===== src/rtl/spi_state_machine_pkg.sv =====
// Shared types and MCP3202 command constants for the SPI ADC reader.
package spi_state_machine_pkg;

  typedef enum logic [2:0] {
    StInit,
    StSetup,
    StTx,
    StRx,
    StDone,
    StIdle
  } state_e;

  localparam logic CmdStart = 1'b1;
  localparam logic CmdSgl   = 1'b1;
  localparam logic CmdMsbf  = 1'b1;

  localparam int unsigned DataWidth = 12;
  localparam int unsigned TxBits    = 4;
  localparam int unsigned RxBits    = 13;

  // Command nibble as shifted out, MSB first: START, SGL/DIFF, ODD/SIGN, MSBF.
  function automatic logic [TxBits-1:0] mcp_cmd(input logic odd);
    return {CmdStart, CmdSgl, odd, CmdMsbf};
  endfunction

endpackage


===== src/rtl/spi_state_machine_sck_gen.sv =====
// SCK divider: SCK_HALF clocks high then SCK_HALF low while enabled, idle low otherwise.
// rise/fall/last flag the clock edge at which SCK rises, falls, or its period completes.
module spi_sck_gen #(
  parameter int unsigned SCK_HALF = 70
) (
  input  logic clk,
  input  logic rst,
  input  logic en,
  output logic sck,
  output logic rise,
  output logic fall,
  output logic last
);

  localparam int unsigned CntW = $clog2(2 * SCK_HALF);

  logic [CntW-1:0] cnt;

  always_comb begin
    rise = en && (cnt == '0);
    fall = en && (cnt == CntW'(SCK_HALF));
    last = en && (cnt == CntW'(2 * SCK_HALF - 1));
  end

  always_ff @(posedge clk or posedge rst) begin
    if (rst) begin
      cnt <= '0;
      sck <= 1'b0;
    end else if (!en) begin
      cnt <= '0;
      sck <= 1'b0;
    end else begin
      cnt <= last ? '0 : cnt + 1'b1;
      if (rise) begin
        sck <= 1'b1;
      end else if (fall) begin
        sck <= 1'b0;
      end
    end
  end

endmodule


===== src/rtl/spi_state_machine.sv =====
// Free-running MCP3202 SPI master (mode 0): command out, 12-bit sample in, one-clk valid strobe.
// Define SPI_SM_CH_ALTERNATE_EN to alternate the ODD/SIGN channel bit every frame.
module spi_state_machine
  import spi_state_machine_pkg::*;
#(
  parameter int unsigned SCK_HALF       = 70,
  parameter int unsigned INIT_CYCLES    = 2500,
  parameter int unsigned CS_HIGH_CYCLES = 1250,
  parameter int unsigned CHANNEL        = 0
) (
  input  logic                 clk,
  input  logic                 rst,
  input  logic                 MISO,
  output logic                 MOSI,
  output logic                 SCK,
  output logic [DataWidth-1:0] o_DATA,
  output logic                 CS,
  output logic                 DATA_VALID
);

  localparam int unsigned CntW = $clog2(INIT_CYCLES + CS_HIGH_CYCLES + SCK_HALF + 1);

  state_e               state;
  logic [CntW-1:0]      cnt;
  logic [3:0]           bit_cnt;
  logic [TxBits-1:0]    tx_sr;
  logic [DataWidth-1:0] rx_sr;
  logic                 odd;
  logic [TxBits-1:0]    cmd;

  logic sck_en, sck_rise, sck_fall, sck_last;

  assign sck_en = (state == StTx) || (state == StRx);
  assign cmd    = mcp_cmd(odd);

  spi_sck_gen #(
    .SCK_HALF(SCK_HALF)
  ) u_sck_gen (
    .clk (clk),
    .rst (rst),
    .en  (sck_en),
    .sck (SCK),
    .rise(sck_rise),
    .fall(sck_fall),
    .last(sck_last)
  );

  // SCK is registered inside the divider, so each strobe takes effect on the pins one
  // clock after the state that enables it; SETUP and DONE are shortened by one clock
  // in state terms to keep the pin-level SETUP and final SCK-low phases at SCK_HALF.
  always_ff @(posedge clk or posedge rst) begin
    if (rst) begin
      state      <= StInit;
      cnt        <= '0;
      bit_cnt    <= '0;
      tx_sr      <= '0;
      rx_sr      <= '0;
      odd        <= 1'(CHANNEL);
      CS         <= 1'b1;
      MOSI       <= 1'b0;
      o_DATA     <= '0;
      DATA_VALID <= 1'b0;
    end else begin
      DATA_VALID <= 1'b0;
      unique case (state)
        StInit: begin
          if (cnt == CntW'(INIT_CYCLES - 1)) begin
            cnt   <= '0;
            state <= StSetup;
            CS    <= 1'b0;
            tx_sr <= cmd;
            MOSI  <= cmd[TxBits-1];
          end else begin
            cnt <= cnt + 1'b1;
          end
        end
        StSetup: begin
          if (cnt == CntW'(SCK_HALF - 2)) begin
            cnt     <= '0;
            bit_cnt <= '0;
            state   <= StTx;
          end else begin
            cnt <= cnt + 1'b1;
          end
        end
        StTx: begin
          // Shifting the command left leaves a trailing 0 on MOSI after the 4th fall.
          if (sck_fall) begin
            tx_sr <= {tx_sr[TxBits-2:0], 1'b0};
            MOSI  <= tx_sr[TxBits-2];
          end
          if (sck_last) begin
            if (bit_cnt == 4'(TxBits - 1)) begin
              bit_cnt <= '0;
              state   <= StRx;
            end else begin
              bit_cnt <= bit_cnt + 1'b1;
            end
          end
        end
        StRx: begin
          // The first sample is the ADC null bit and is not shifted in.
          if (sck_rise && (bit_cnt != '0)) begin
            rx_sr <= {rx_sr[DataWidth-2:0], MISO};
          end
          if (sck_last) begin
            if (bit_cnt == 4'(RxBits - 1)) begin
              bit_cnt <= '0;
              state   <= StDone;
            end else begin
              bit_cnt <= bit_cnt + 1'b1;
            end
          end
        end
        StDone: begin
          CS         <= 1'b1;
          o_DATA     <= rx_sr;
          DATA_VALID <= 1'b1;
          cnt        <= '0;
          state      <= StIdle;
`ifdef SPI_SM_CH_ALTERNATE_EN
          odd        <= ~odd;
`endif
        end
        StIdle: begin
          // CS already rose for the DONE clock, so wait one count longer here.
          if (cnt == CntW'(CS_HIGH_CYCLES)) begin
            cnt   <= '0;
            state <= StSetup;
            CS    <= 1'b0;
            tx_sr <= cmd;
            MOSI  <= cmd[TxBits-1];
          end else begin
            cnt <= cnt + 1'b1;
          end
        end
        default: begin
          state <= StInit;
          cnt   <= '0;
          CS    <= 1'b1;
          MOSI  <= 1'b0;
        end
      endcase
    end
  end

endmodule


===== config.mk =====
export PLATFORM = sky130hd
export DESIGN_NAME = spi_state_machine
export DESIGN_NICKNAME = d
export VERILOG_FILES = /design/src/rtl/spi_state_machine_pkg.sv /design/src/rtl/spi_state_machine_sck_gen.sv /design/src/rtl/spi_state_machine.sv
export SDC_FILE = /design/constraint.sdc
export NUM_CORES = 1
export LEC_CHECK = 0
export CORE_UTILIZATION = 53
export CTS_BUF_LIST = sky130_fd_sc_hd__clkbuf_4 sky130_fd_sc_hd__clkbuf_8 sky130_fd_sc_hd__clkbuf_16
export DETAILED_ROUTE_END_ITERATION = 10
export PLACE_DENSITY = 0.73
export SLEW_MARGIN = 40
export SYNTH_ARGS = -nofsm -noshare
export SYNTH_HDL_FRONTEND = slang
export SYNTH_SLANG_ARGS = --single-unit

===== constraint.sdc =====
create_clock -name clk -period 2.1 [get_ports clk]
set_clock_uncertainty 0.2 [all_clocks]
set_input_delay 0.42 -clock clk [delete_from_list [all_inputs] [get_ports clk]]
set_output_delay 0.42 -clock clk [all_outputs]
set_load 0.01 [all_outputs]

==> impl_metrics.ini <==
[run_status]
status = complete, no violations

[final_layout]
insertedDiodeCount = 0
layout_common_cells = dfrtp_1 (57), nor2_1 (28), clkdlybuf4s50_1 (18)
finalNonFillerCells = 368
area_growth_pct = 21.8
design_area_sq_mm = 0.00352
layout.nets = 304
final_common_cell = dfrtp_1
drive_gt1_frac = 0.248

[pwr]
p_leak_nw = 1.69
power_density_mw_per_mm2 = 668
vdd_ir_drop_max_uv = 440

[timing]
final.setup.tns_ns = 0
maxSlewHeadroom = 0.726
tightest_slew_ns = 0.411
maxSlewViolCount = 0
rsz0062_at_grt = yes
hold_violations = 0
setup_violations = 0
fin_crit_ns = 2.03
fmax_mhz = 494
timing.final.crit_share = 0.965

[setup_path]
critPathBufInv = 1
r2r-end = tx_sr[1]
slowest_stage = dfrtp_1
arrival_ns = 2.04
end_kind = flip-flop
reg2reg_depth = 7
crit_fanout = 6
reg2reg_from = u_sck_gen.cnt[0]
crit_chain = inv_1, ha_1, nand3_1, nor4b_4, o311ai_2, a21o_1, a22o_1
criticalPathCategory = reg2reg
r2r_slack_ns = 0.07
cp.required_ns = 2.12
crit_family = compound AO/OA/AOI/OAI gates
slowest_delay_ns = 0.44
critPathLaunchType = flip-flop

[logic_synthesis]
synth_ff_type = dfrtp_1
ys_seq_area_frac = 0.502
synth_cell_types = 50
synth_compound_area_frac = 0.109
postSynthAreaPerCell_sq_um = 11.3
synth_area_sq_mm = 0.00289
ys_ff_latch = 58
yosysWarnings = 1
synth_largest_area_cell = dfrtp_1
synth_fa_ha_area_frac = 0.0346
synth_cells = 256
synth_edf_count = 0
synth_mux_area_frac = 0.106
synthArstFlopShare = 1.00
synth_top_area_share = 0.493
synth_nets = 267
yosys-top-cells-area = dfrtp_1 (49%), mux2_4 (5.2%), nor2_1 (3.6%)
synth_top_family_by_area = simple AND/OR/NAND/NOR gates
yosys.area_share.simple = 0.166
synth-xor-area-share = 0.0424

[placement]
place_hpwl_um = 3580
io_buffers = 18
place_congestion = 0.794
placed_cell_area_sq_mm = 0.00326
place_inst = 352

[grt]
grt_usage = 0.223
grt-ovfl-total = 0
grt_pass1_wl_um = 9400
first_global_vias = 1932
grt_max_degree = 59
antenna_found_initial = 0

[clock_tree]
clockBufferDepth = 2
root_buffer = clkbuf_8
tritoncts = done
post_cts_buffers = 0
cts_resized = 0
cts_hold_buf = 0
cts_inserted_buffers = 9
clkLatencyLatePin_ns = 0.34
cts.clk_slew.worst_paths_ns = 0.07
cts_sinks = 58
htree_levels = 3

[floorplan]
die_y_um = 75.9
rows = 26
die_x_um = 75.9
coreArea_sq_mm = 0.00517
start_util = 0.559
ioPinCount = 19
dieArea_sq_mm = 0.00575

[job]
cap_viol_max_count = 0

[drt]
vias = 2014
dr.pass1.iters = 4
drt-initial-drc-count = 124
vias_per_cell = 5.47
routed_wirelength_um = 5450
wl_per_cell_um = 14.8
route.detailed.drc = 0
detail-route-antenna-nets = 0

[hold_path]
min_path_type = in2async
[worst min-delay path, stage by stage]
cell             delay [ns]
clkdlybuf4s50_1        0.41
inv_2                  0.07
buf_12                 0.28
[registers in the layout, indices dropped and copies added (netlist names)]
signal and cells:
CS 1, DATA_VALID 1, MOSI 1, bit_cnt 4
cnt 12, o_DATA 12, rx_sr 12, state 3
tx_sr 3, u_sck_gen.cnt 8, u_sck_gen.sck 1
[power breakdown]
part	switching (mW)	total, mW	internal [mW]
logic	0.0216	0.0303	0.00869
registers	0.000874	1.12	1.12
clock network	0.439	1.20	0.763
[per-layer routing]
layer	track usage	wire [um]
met1	0.315	2750
met2	0.332	2460
met3	0.0714	188
met4	0.0617	48
met5	0	0
[cell type report]
type | count | area (sq um)
Tap cell | 70 | 87.6
Timing Repair Buffer | 36 | 340
Sequential cell | 58 | 1450
Inverter | 13 | 48.8
Clock inverter | 4 | 72.6
Multi-Input combinational cell | 175 | 1350
Clock buffer | 12 | 165
Fill cell | 387 | 1650
[kinds of logic after synthesis]
logic type      count (synthesis)
xor+xnor                       14
flops                          58
compound gates                 40
simple gates                   89
fa+ha+maj                       8
mux                            24
buf+inv                        23
[cell usage after synthesis (3+ instances only)]
| library cell | number |
|---|---|
| a21oi_1 | 8 |
| a31o_2 | 3 |
| a31oi_1 | 3 |
| and3_1 | 5 |
| buf_2 | 6 |
| dfrtp_1 | 57 |
| ha_1 | 8 |
| inv_1 | 13 |
| mux2_1 | 5 |
| mux2_2 | 9 |
| mux2_4 | 10 |
| nand2_1 | 16 |
| nand2b_1 | 4 |
| nand3_1 | 11 |
| nand4_1 | 4 |
| nor2_1 | 28 |
| nor2b_1 | 3 |
| nor4_1 | 3 |
| o21ai_0 | 6 |
| o31ai_1 | 4 |
| xnor2_1 | 4 |
| xor2_1 | 10 |
[how the worst max path moves through the flow]
stage	cells past startpoint	startpoint	slack (ns)	endpoint
finish	7	u_sck_gen.cnt[0]	0.07	tx_sr[1]
detailed placement	7	u_sck_gen.cnt[0]	0.05	tx_sr[1]
floorplan	1	rst	0.05	DATA_VALID
global placement	7	u_sck_gen.cnt[0]	0.04	tx_sr[1]
global route	7	u_sck_gen.cnt[0]	-0.05	tx_sr[1]
CTS	7	u_sck_gen.cnt[0]	0.03	tx_sr[1]
[through the flow]
step / hold slack, ns / total power, mW / worst slack (ns) / utilization
CTS: 0.258 / 2.38 / 0.0302 / 0.675
finish: 0.256 / 2.35 / 0.0745 / 0.681
floorplan: 0.259 / 1.16 / 0.0537 / -
detailed placement: 0.279 / 1.17 / 0.0487 / 0.629
global placement: 0.267 / 1.17 / 0.0380 / 0.629
global route: 0.299 / 2.42 / -0.0512 / 0.681
Power figures use the tool's default switching activity.
==> variant (config.mk and constraints unchanged) <==
Reset style: synchronous (`rst`), changed in 2 clocked blocks.
--- a/src/rtl/spi_state_machine_sck_gen.sv
+++ b/src/rtl/spi_state_machine_sck_gen.sv
@@ -23,5 +23,5 @@
   end
 
-  always_ff @(posedge clk or posedge rst) begin
+  always_ff @(posedge clk) begin
     if (rst) begin
       cnt <= '0;
--- a/src/rtl/spi_state_machine.sv
+++ b/src/rtl/spi_state_machine.sv
@@ -49,5 +49,5 @@
   // clock after the state that enables it; SETUP and DONE are shortened by one clock
   // in state terms to keep the pin-level SETUP and final SCK-low phases at SCK_HALF.
-  always_ff @(posedge clk or posedge rst) begin
+  always_ff @(posedge clk) begin
     if (rst) begin
       state      <= StInit;
Formal check against the unedited RTL: no difference found for any inputs over 10 cycles, from zero or initial values and one cycle with rst high; that may be too few to reach the edited logic, so the function may still have changed.
==> variant against the unedited design <==
The run now ends with negative setup slack left; area after synthesis shrank 5.9%; via count grew 25%; routed wire length grew 21%; fmax shrank 4.5%; final area grew 3.8%; sequential cell count is the same; highest routed layer unchanged; worst setup slack lost 0.096 ns.
Power is not compared: it rests on default switching activity, and its combinational part moved more than twofold at a synthesized area within 25%.
==> variant: results (changes against the unedited design) <==
[global_route]
grt_max_degree=26  ; -56%
grt_pass1_wl_mm=10.13  ; +7.7%
grt_pass1_vias=2261  ; +17%

[run_status]
violations=negative setup slack
outcome=complete, but fails checks

[layout]
stdcell_count=450  ; +22%
drive_gt1_frac=0.2585  ; +0.01016
fill_cells=365  ; -5.7%
nNetsFinal=389  ; +28%

[placed_design]
hpwl_mm=4.301  ; +20%
placed_cells=430  ; +22%
dp_slack_ns=-0.1986  ; -0.2473 ns
gp_congestion=0.8496  ; +7.0%

[min_path]
hold_path_class=reg2reg

[drt]
routed_wl_mm=6.596  ; +21%
vias_per_cell=5.582  ; +2.0%

[timing]
layout_setup_ws_ns=-0.02162  ; -0.09608 ns
fin_tns_setup_ns=-0.02162  ; -0.02162 ns
setup_viol=1  ; +1
max_slew_margin=0.7012  ; -0.02451

[critical_path]
worstPathMaxFanout=8  ; +2
cp.arrival_ns=2.21  ; +0.17 ns

[synthesis]
synthCells=316  ; +23%
yosys-top-cells-count=58 x dfxtp_1, 45 x nor2_1, 42 x nand2_1
ys_top_cells_by_area=dfxtp_1 43%, nor2_1 6.2%, nand2_1 5.8%
ys_seq_area_frac=0.4267  ; -0.07571
synth_nets=327  ; +22%
synth_cell_types=55  ; +10%

-- variant: logic make-up (layout without fill, tap and decap cells) --
logic type,count (synthesis),after routing,synth area share
compound gates,55,55,0.1513
buf+inv,26,93,0.04046
flops,58,58,0.4267
xor+xnor,10,10,0.03218
simple gates,143,143,0.2533
mux,16,16,0.05931
fa+ha+maj,8,8,0.03678
-- variant: layout make-up --
class,instances,area (sq um),area share
clock buffers,10,137.6,0.03766
clock inverters,6,88.84,0.02431
inverters,10,40.04,0.01096
multi-input cells,232,1575,0.4310
flip-flops and latches,58,1177,0.3221
well taps,67,83.83,0.02294
repair buffers,67,551.8,0.1510
-- variant: final timing paths --
| path | startpoint | to | slack (ns) | depth (start not counted) |
|---|---|---|---|---|
| hold reg to reg | o_DATA[1] | o_DATA[1] | 0.26 | 2 |
| setup / recovery | cnt[0] | cnt[4] | -0.02 | 9 |
| setup reg to reg | cnt[0] | cnt[4] | -0.02 | 9 |
| hold / removal | o_DATA[1] | o_DATA[1] | 0.26 | 2 |
-- variant: timing repair --
action,CTS,global route
gates cloned,0,0
pin swaps,2,11
resized for setup,12,24
buffers inserted,3,1
hold buffers,0,0
setup endpoints to repair,21,28
-- variant: critical path, stage by stage (launching register included) --
cell and delay [ns]:
dfxtp_4 0.37, inv_4 0.04, ha_4 0.15, and3_4 0.18
and3_4 0.18, o21ba_4 0.23, a311oi_4 0.32, buf_6 0.17
a21o_1 0.11, a22o_1 0.11
-- variant: layer usage --
layer  up-vias  GRT usage  wire [um]
met3        17    0.06859        265
met5         -          0          0
met4         0     0.1026        161
met1      1210     0.3087       2933
li1       1232          -          -
met2        53     0.4088       3235
-- variant: where the power goes --
| group | switching [W] | internal, W |
|---|---|---|
| registers | 0.0000626 | 0.00117 |
| clock network | 0.000464 | 0.000701 |
| logic | 0.000360 | 0.000353 |
